<file path="config.mk">
export PLATFORM = sky130hd
export DESIGN_NAME = mux_rr_arbiter
export DESIGN_NICKNAME = d
export VERILOG_FILES = /design/src/rtl/mux_rr_arbiter.sv
export SDC_FILE = /design/constraint.sdc
export NUM_CORES = 1
export LEC_CHECK = 0
export CAP_MARGIN = 20
export CORE_MARGIN = 4
export CORE_UTILIZATION = 35
export DETAILED_ROUTE_END_ITERATION = 12
export MAX_ROUTING_LAYER = met4
export PLACE_DENSITY_LB_ADDON = 0.2
export REMOVE_ABC_BUFFERS = 1
export SYNTH_ARGS = -nofsm -noshare
export SYNTH_HDL_FRONTEND = slang
export SYNTH_SLANG_ARGS = --single-unit
</file>
<file path="constraint.sdc">
create_clock -name CLK -period 1.89 [get_ports CLK]
set_clock_uncertainty 0.1 [all_clocks]
set_input_delay 0.2835 -clock CLK [delete_from_list [all_inputs] [get_ports CLK]]
set_output_delay 0.2835 -clock CLK [all_outputs]
set_load 0.1 [all_outputs]
</file>
<file path="src/rtl/mux_rr_arbiter.sv">
// 4-client round-robin arbiter driving a 4:1 mux, burst-limited grants.
// MUX_RR_ARBITER_FIXED_PRIO_EN selects fixed A>B>C>D priority instead.
module mux_rr_arbiter #(
  parameter int WIDTH     = 2,
  parameter int MAX_BEATS = 4
) (
  input  logic             CLK,
  input  logic             RST,
  input  logic [3:0]       REQ,
  input  logic [WIDTH-1:0] A,
  input  logic [WIDTH-1:0] B,
  input  logic [WIDTH-1:0] C,
  input  logic [WIDTH-1:0] D,
  output logic [3:0]       GNT,
  output logic [1:0]       SEL,
  output logic [WIDTH-1:0] X,
  output logic             VALID,
  output logic             BUSY
);

  localparam int BW = $clog2(MAX_BEATS + 1);
  localparam logic [BW-1:0] LAST_BEAT = BW'(MAX_BEATS - 1);

  localparam logic [1:0] IDLE  = 2'd0;
  localparam logic [1:0] GRANT = 2'd1;
  localparam logic [1:0] GAP   = 2'd2;

  logic [1:0]       state;
  logic [3:0]       gnt;
  logic [1:0]       sel;
  logic [1:0]       last;
  logic [WIDTH-1:0] x;
  logic             valid;
  logic [BW-1:0]    beat;
  logic [1:0]       win;
  logic [WIDTH-1:0] dsel;

`ifdef MUX_RR_ARBITER_FIXED_PRIO_EN
  // Winner is the lowest set request bit.
  always_comb begin
    win = 2'd0;
    for (int i = 3; i >= 0; i--)
      if (REQ[i]) win = 2'(i);
  end
`else
  logic [1:0] idx;

  // Winner is the first request after the last winner, wrapping.
  always_comb begin
    win = 2'd0;
    idx = 2'd0;
    for (int i = 4; i >= 1; i--) begin
      idx = last + 2'(i);
      if (REQ[idx]) win = idx;
    end
  end
`endif

  // Data of the currently granted client.
  always_comb begin
    case (sel)
      2'd0:    dsel = A;
      2'd1:    dsel = B;
      2'd2:    dsel = C;
      default: dsel = D;
    endcase
  end

  // Arbitration, beat transfer and release sequencing.
  always_ff @(posedge CLK or posedge RST) begin
    if (RST) begin
      state <= IDLE;
      gnt   <= 4'b0000;
      sel   <= 2'd0;
      last  <= 2'd3;
      x     <= '0;
      valid <= 1'b0;
      beat  <= '0;
    end else begin
      case (state)
        IDLE: begin
          valid <= 1'b0;
          if (|REQ) begin
            gnt   <= 4'b0001 << win;
            sel   <= win;
            last  <= win;
            beat  <= '0;
            state <= GRANT;
          end
        end
        GRANT: begin
          if (REQ[sel]) begin
            x     <= dsel;
            valid <= 1'b1;
            if (beat == LAST_BEAT) begin
              beat  <= '0;
              gnt   <= 4'b0000;
              state <= GAP;
            end else begin
              beat <= beat + 1'b1;
            end
          end else begin
            valid <= 1'b0;
            gnt   <= 4'b0000;
            state <= GAP;
          end
        end
        GAP: begin
          valid <= 1'b0;
          state <= IDLE;
        end
        default: begin
          valid <= 1'b0;
          gnt   <= 4'b0000;
          state <= IDLE;
        end
      endcase
    end
  end

  assign GNT   = gnt;
  assign SEL   = sel;
  assign X     = x;
  assign VALID = valid;
  assign BUSY  = (state == GRANT);

endmodule

</file>
==> impl_metrics.toml, run 1 <==
[status]
status = "completed"

[cts]
clkTransAtPathRegs_ns = 0.10
cts_resized = 0
cts-root-buf = "clkbuf_4"
numCtsBuffers = 3
clockBufferDepth = 2
postCtsSetupRepairBufs = 0
hold_buffers = 0
cts_tree = "built"
cts_num_sinks = 16
clk_latency_ns = 0.29
htreeDepth = 1

[synth]
ys_seq_elements = 16
synth_area_leaders = "dfrtp_1, dfstp_2, mux4_1"
synthCells = 71
async_flop_share_pct = 100
syn_area_um2 = 806
synth-warning-count = 0
ys.flop_type = "dfrtp_1"
synth_edf_count = 0
ys_types = 34
syn_area_per_cell_um2 = 11.3
synth_top_area_cell = "dfrtp_1"
ys_seq_area_share_pct = 50.0
synth_top_area_share_pct = 43.5

[job]
drv_cap = 0

[detailed_routing]
first_pass_iters = 4
wl_mm = 1.93
drcViolationCount = 0
viasPerCell = 5.09
wire_per_inst_um = 14.0
ant_nets = 0
num_vias = 702
drt_iter0_markers = 5

[critical_path]
cp.depth = 5
required_ns = 1.97
crit_arrival_ns = 1.79
slowest_stage = "mux4_2"
critPathKind = "in2reg"
path_delay_family = "multiplexers"
end_kind = "flip-flop"
crit_chain = "clkdlybuf4s50_1, mux4_2, nand3b_2, a21oi_2, a22o_1"
crit_buf_inv = 1
cp-start-kind = "input port"
reg2reg_to = "SEL[0]$_DFFE_PP0P_"
critPathMaxFanout = 5
rrSetupSlack_ns = 0.23
reg2reg_depth = 5
cp_slowest_stage_delay_ns = 0.55
r2r_start = "last[0]$_DFFE_PP1P_"

[sta]
hold_viol = 0
min_period_ns = 1.71
worstMarginPinSlew_ns = 0.630
setup-tns-final_ns = 0
finalSetupViolCount = 0
slew_viol_final = 0
worst_slack_ns = 0.181
timing.slew.headroom_pct = 58.0
rsz0062_at_grt = "false"
holdWs_ns = 0.263
max_freq_mhz = 585
min_period_over_period_pct = 90.4

[final_layout]
drive_above_1_share_pct = 34.5
fin_nets = 126
syn_to_final_growth_pct = 58.4
diodes = 0
fillers = 194
fin_cells = 138

[floorplan]
pin_count = 24
start_util_pct = 36.4
core_area_um2 = 2210
die-area_um2 = 3130
die_h_um = 56.0
die_w_um = 56.0
fp-row-count = 17

[place]
dp.cells = 134
hpwl_mm = 1.51
place_ws_ns = -0.116
io_buffers = 23
place.gp.congestion = 0.800

[global_route]
grt_pass1_wl_mm = 3.44
first_global_vias = 781
overflow = 0
grtUsageTotal_pct = 14.1
antenna_found_initial = 0
grt_max_degree = 17

[min_path]
hold_class = "in2async"
==> layout by cell type, fill, tap and decap left out, drive strengths merged, types with 3 or more instances in the layout <==
cell / n
buf: 23
dfrtp: 14
clkbuf: 4
clkdlybuf4s50: 13
nor2: 3
nand2b: 3
mux4: 3
a22o: 4
a21oi: 5
inv: 3
nand2: 10
==> how the worst max path moves through the flow <==
stage	start	to	slack [ns]
after floorplan	state[1]$_DFFE_PP0P_	beat[2]$_DFFE_PP0P_	-0.82
after global placement	REQ[2]	GNT[0]$_DFFE_PP0P_	-0.11
after detailed placement	REQ[0]	GNT[0]$_DFFE_PP0P_	-0.12
after CTS	REQ[0]	GNT[0]$_DFFE_PP0P_	0.19
after global routing	REQ[3]	SEL[0]$_DFFE_PP0P_	0.06
final	REQ[0]	GNT[0]$_DFFE_PP0P_	0.18
==> synth_stat cells, types with 2 or more instances <==
library cell,n
dfrtp_1,14
nand2_1,10
a21oi_1,4
inv_1,3
nand2b_1,3
nor2_1,3
a21o_1,2
a22o_1,2
a22o_2,2
dfstp_2,2
mux4_1,2
nor2b_1,2
==> area by class of cell <==
| class | count | area (um2) | share of cell area [%] |
|---|---|---|---|
| inverter | 3 | 11.3 | 0.882 |
| timing repair buffer | 36 | 403 | 31.6 |
| sequential | 16 | 403 | 31.6 |
| tap | 28 | 35.0 | 2.75 |
| clock buffer | 4 | 36.3 | 2.84 |
| multi-input combinational | 51 | 388 | 30.4 |
==> per-layer routing <==
layer | vias up | GRT usage, % | routed length (um) | part of all wire (%)
li1 | 343 | - | - | -
met1 | 345 | 15.8 | 841 | 44
met2 | 12 | 23.5 | 1010 | 52
met3 | 2 | 4.18 | 72 | 3.7
met4 | 0 | 5.08 | 7 | 0.36
met5 | - | - | 0 | 0
==> state kept, by name (all words and copies together), names as in the netlist <==
| register | cells |
|---|---|
| VALID | 1 |
| beat | 3 |
| X | 2 |
| GNT | 4 |
| state | 2 |
| SEL | 2 |
| last | 2 |
==> per-stage QoR <==
step | instance area (um2) | util (%)
CTS | 1280 | 57.7
global route | 1280 | 57.7
detailed placement | 1240 | 56.1
floorplan | 802 | -
global placement | 1240 | 56.1
finish | 1280 | 57.7
==> logic make-up after synthesis <==
kind of cell	synth area share, %
muxes	9.32
adders and majority gates	1.55
AOI/OAI and AO/OA	17.7
DFF	50.0
buffers and inverters	1.86
and+or+nand+nor	19.6
Power of run 1 is left out: the tool's default activity adds up to more than one toggle a clock period on the data nets, which glitch-free logic cannot reach.
==> run 2: changes to the inputs <==
--- a/config.mk
+++ b/config.mk
@@ -11,3 +11,2 @@
 export DETAILED_ROUTE_END_ITERATION = 12
-export MAX_ROUTING_LAYER = met4
 export PLACE_DENSITY_LB_ADDON = 0.2
==> constraint.sdc (replaced) <==
create_clock -name CLK -period 1.89 [get_ports CLK]
set_clock_uncertainty 0.1 [all_clocks]
set_input_delay 0.189 -clock CLK [delete_from_list [all_inputs] [get_ports CLK]]
set_output_delay 0.189 -clock CLK [all_outputs]
set_load 0.1 [all_outputs]
==> run 2 against run 1 <==
  * Count of clock-buffer cells in the layout stayed put
  * Register-to-register slack better by 0.06 ns
  * Critical path depth stayed put
  * Cell area is 8.6% lower
  * Wire length is 10% lower
  * Utilization is 5.0 points lower
  * Highest routed layer unchanged
  * Global-route usage is 1.5 points lower
  * Setup slack better by 0.095 ns
  * Worst hold slack worse by 0.11 ns
  * Sequential share of layout area is 3.0 points higher
==> impl_metrics.toml, run 2 (synthesis results as in run 1) <==
[critical_path]
critPathKind = "in2reg"
crit_arrival_ns = 1.68
slowest_stage = "mux4_2"
critPathMaxFanout = 6
end_kind = "flip-flop"
cp-start-kind = "input port"
cp_slowest_stage_delay_ns = 0.54
crit_chain = "clkdlybuf4s50_1, mux4_2, nand3b_2, a21oi_2, a22o_1"
required_ns = 1.95

[min_path]
hold_class = "in2async"

[final_layout]
layout_common_cells = "buf_4, dfrtp_1, clkdlybuf4s50_1, nand2_1, a21oi_1"
largest_register_ff_count = 4
syn_to_final_growth_pct = 44.7
final_area_um2 = 1170
drive_above_1_share_pct = 30.5
final_common_cell = "buf_4"
fin_nets = 121
diodes = 0

[sta]
finalSetupViolCount = 0
rsz0062_at_grt = "false"
worst_slack_ns = 0.276
hold_viol = 0
slew_viol_final = 0
timing.slew.headroom_pct = 61.0
min_period_ns = 1.61
min_period_over_period_pct = 85.4
setup-tns-final_ns = 0
max_freq_mhz = 620
worstMarginPinSlew_ns = 0.585

[floorplan]
pin_count = 24
die-area_um2 = 3130
core_area_um2 = 2210
die_h_um = 56.0
start_util_pct = 36.4
die_w_um = 56.0
fp-row-count = 17

[detailed_routing]
drt-met1-wl_um = 792
first_pass_iters = 3
wl_met2_um = 858
wire_per_inst_um = 13.0
drcViolationCount = 0
viasPerCell = 4.98
wl_mm = 1.73
ant_nets = 0
num_vias = 662
maxUsedRoutingLayer = "met4"
routed-wl-met3_um = 68
drt_iter0_markers = 10

[cts]
clockBufferDepth = 2
cts_resized = 0
cts_tree = "built"
htreeDepth = 1
numCtsBuffers = 3
cts_num_sinks = 16
hold_buffers = 0
cts-root-buf = "clkbuf_4"
clk_latency_ns = 0.28
clkTransAtPathRegs_ns = 0.09
postCtsSetupRepairBufs = 0

[global_route]
first_global_vias = 695
antenna_found_initial = 0
grt_pass1_wl_mm = 3.11
grtUsageTotal_pct = 12.6
overflow = 0
grt_max_degree = 17

[place]
hpwl_mm = 1.45
place_ws_ns = -0.00762
io_buffers = 23
dpl_cell_area_um2 = 1140
place.gp.congestion = 0.821

[status]
status = "completed"

[job]
drv_cap = 0
-- run 2: critical path: cells and delay by family --
kind | cells | cell delay [ns]
buf+inv | 1 | 0.50
simple gates | 1 | 0.12
mux | 1 | 0.54
compound gates | 2 | 0.33
-- run 2: worst paths after layout --
check | cells after the start | start | end | slack, ns
hold reg to reg | 2 | X[0]$_DFFE_PP0N_ | X[0]$_DFFE_PP0N_ | 0.39
setup reg to reg | 4 | last[0]$_DFFE_PP1P_ | GNT[3]$_DFFE_PP0P_ | 0.29
hold / removal | 2 | RST | SEL[0]$_DFFE_PP0P_ | 0.16
max in group asynchronous | 2 | RST | GNT[2]$_DFFE_PP0P_ | 1.14
min in group CLK | 2 | X[0]$_DFFE_PP0N_ | X[0]$_DFFE_PP0N_ | 0.39
setup / recovery | 5 | REQ[1] | GNT[1]$_DFFE_PP0P_ | 0.28
-- run 2: final cells by class --
class	instances	area, um2
well taps	28	35.0
repair buffers	31	303
clock buffers	4	26.3
multi-input cells	51	388
flip-flops and latches	16	403
fillers	211	1050
inverters	3	11.3
-- run 2: per-layer routing --
metal,up-vias,GRT usage (%)
li1,338,-
met1,313,16.7
met2,9,20.0
met3,2,3.02
met4,0,4.07
met5,-,0
-- run 2: through the flow --
step	hold slack, ns	instances	util (%)
global placement	0.362	129	51.5
floorplan	0.00131	70	-
global route	0.202	133	52.7
CTS	0.183	133	52.7
finish	0.156	133	52.7
detailed placement	0.370	129	51.5
Power of run 2 is left out for the same reason.
==> run 3: changes to the inputs <==
- CAP_MARGIN: 20 -> 5
- HOLD_SLACK_MARGIN: default -> 0.06
- SKIP_LAST_GASP: default -> 1
==> results of run 3 <==
The final DEF is identical to that of run 2; final timing and power are the same.
Power of run 3 is left out for the same reason.
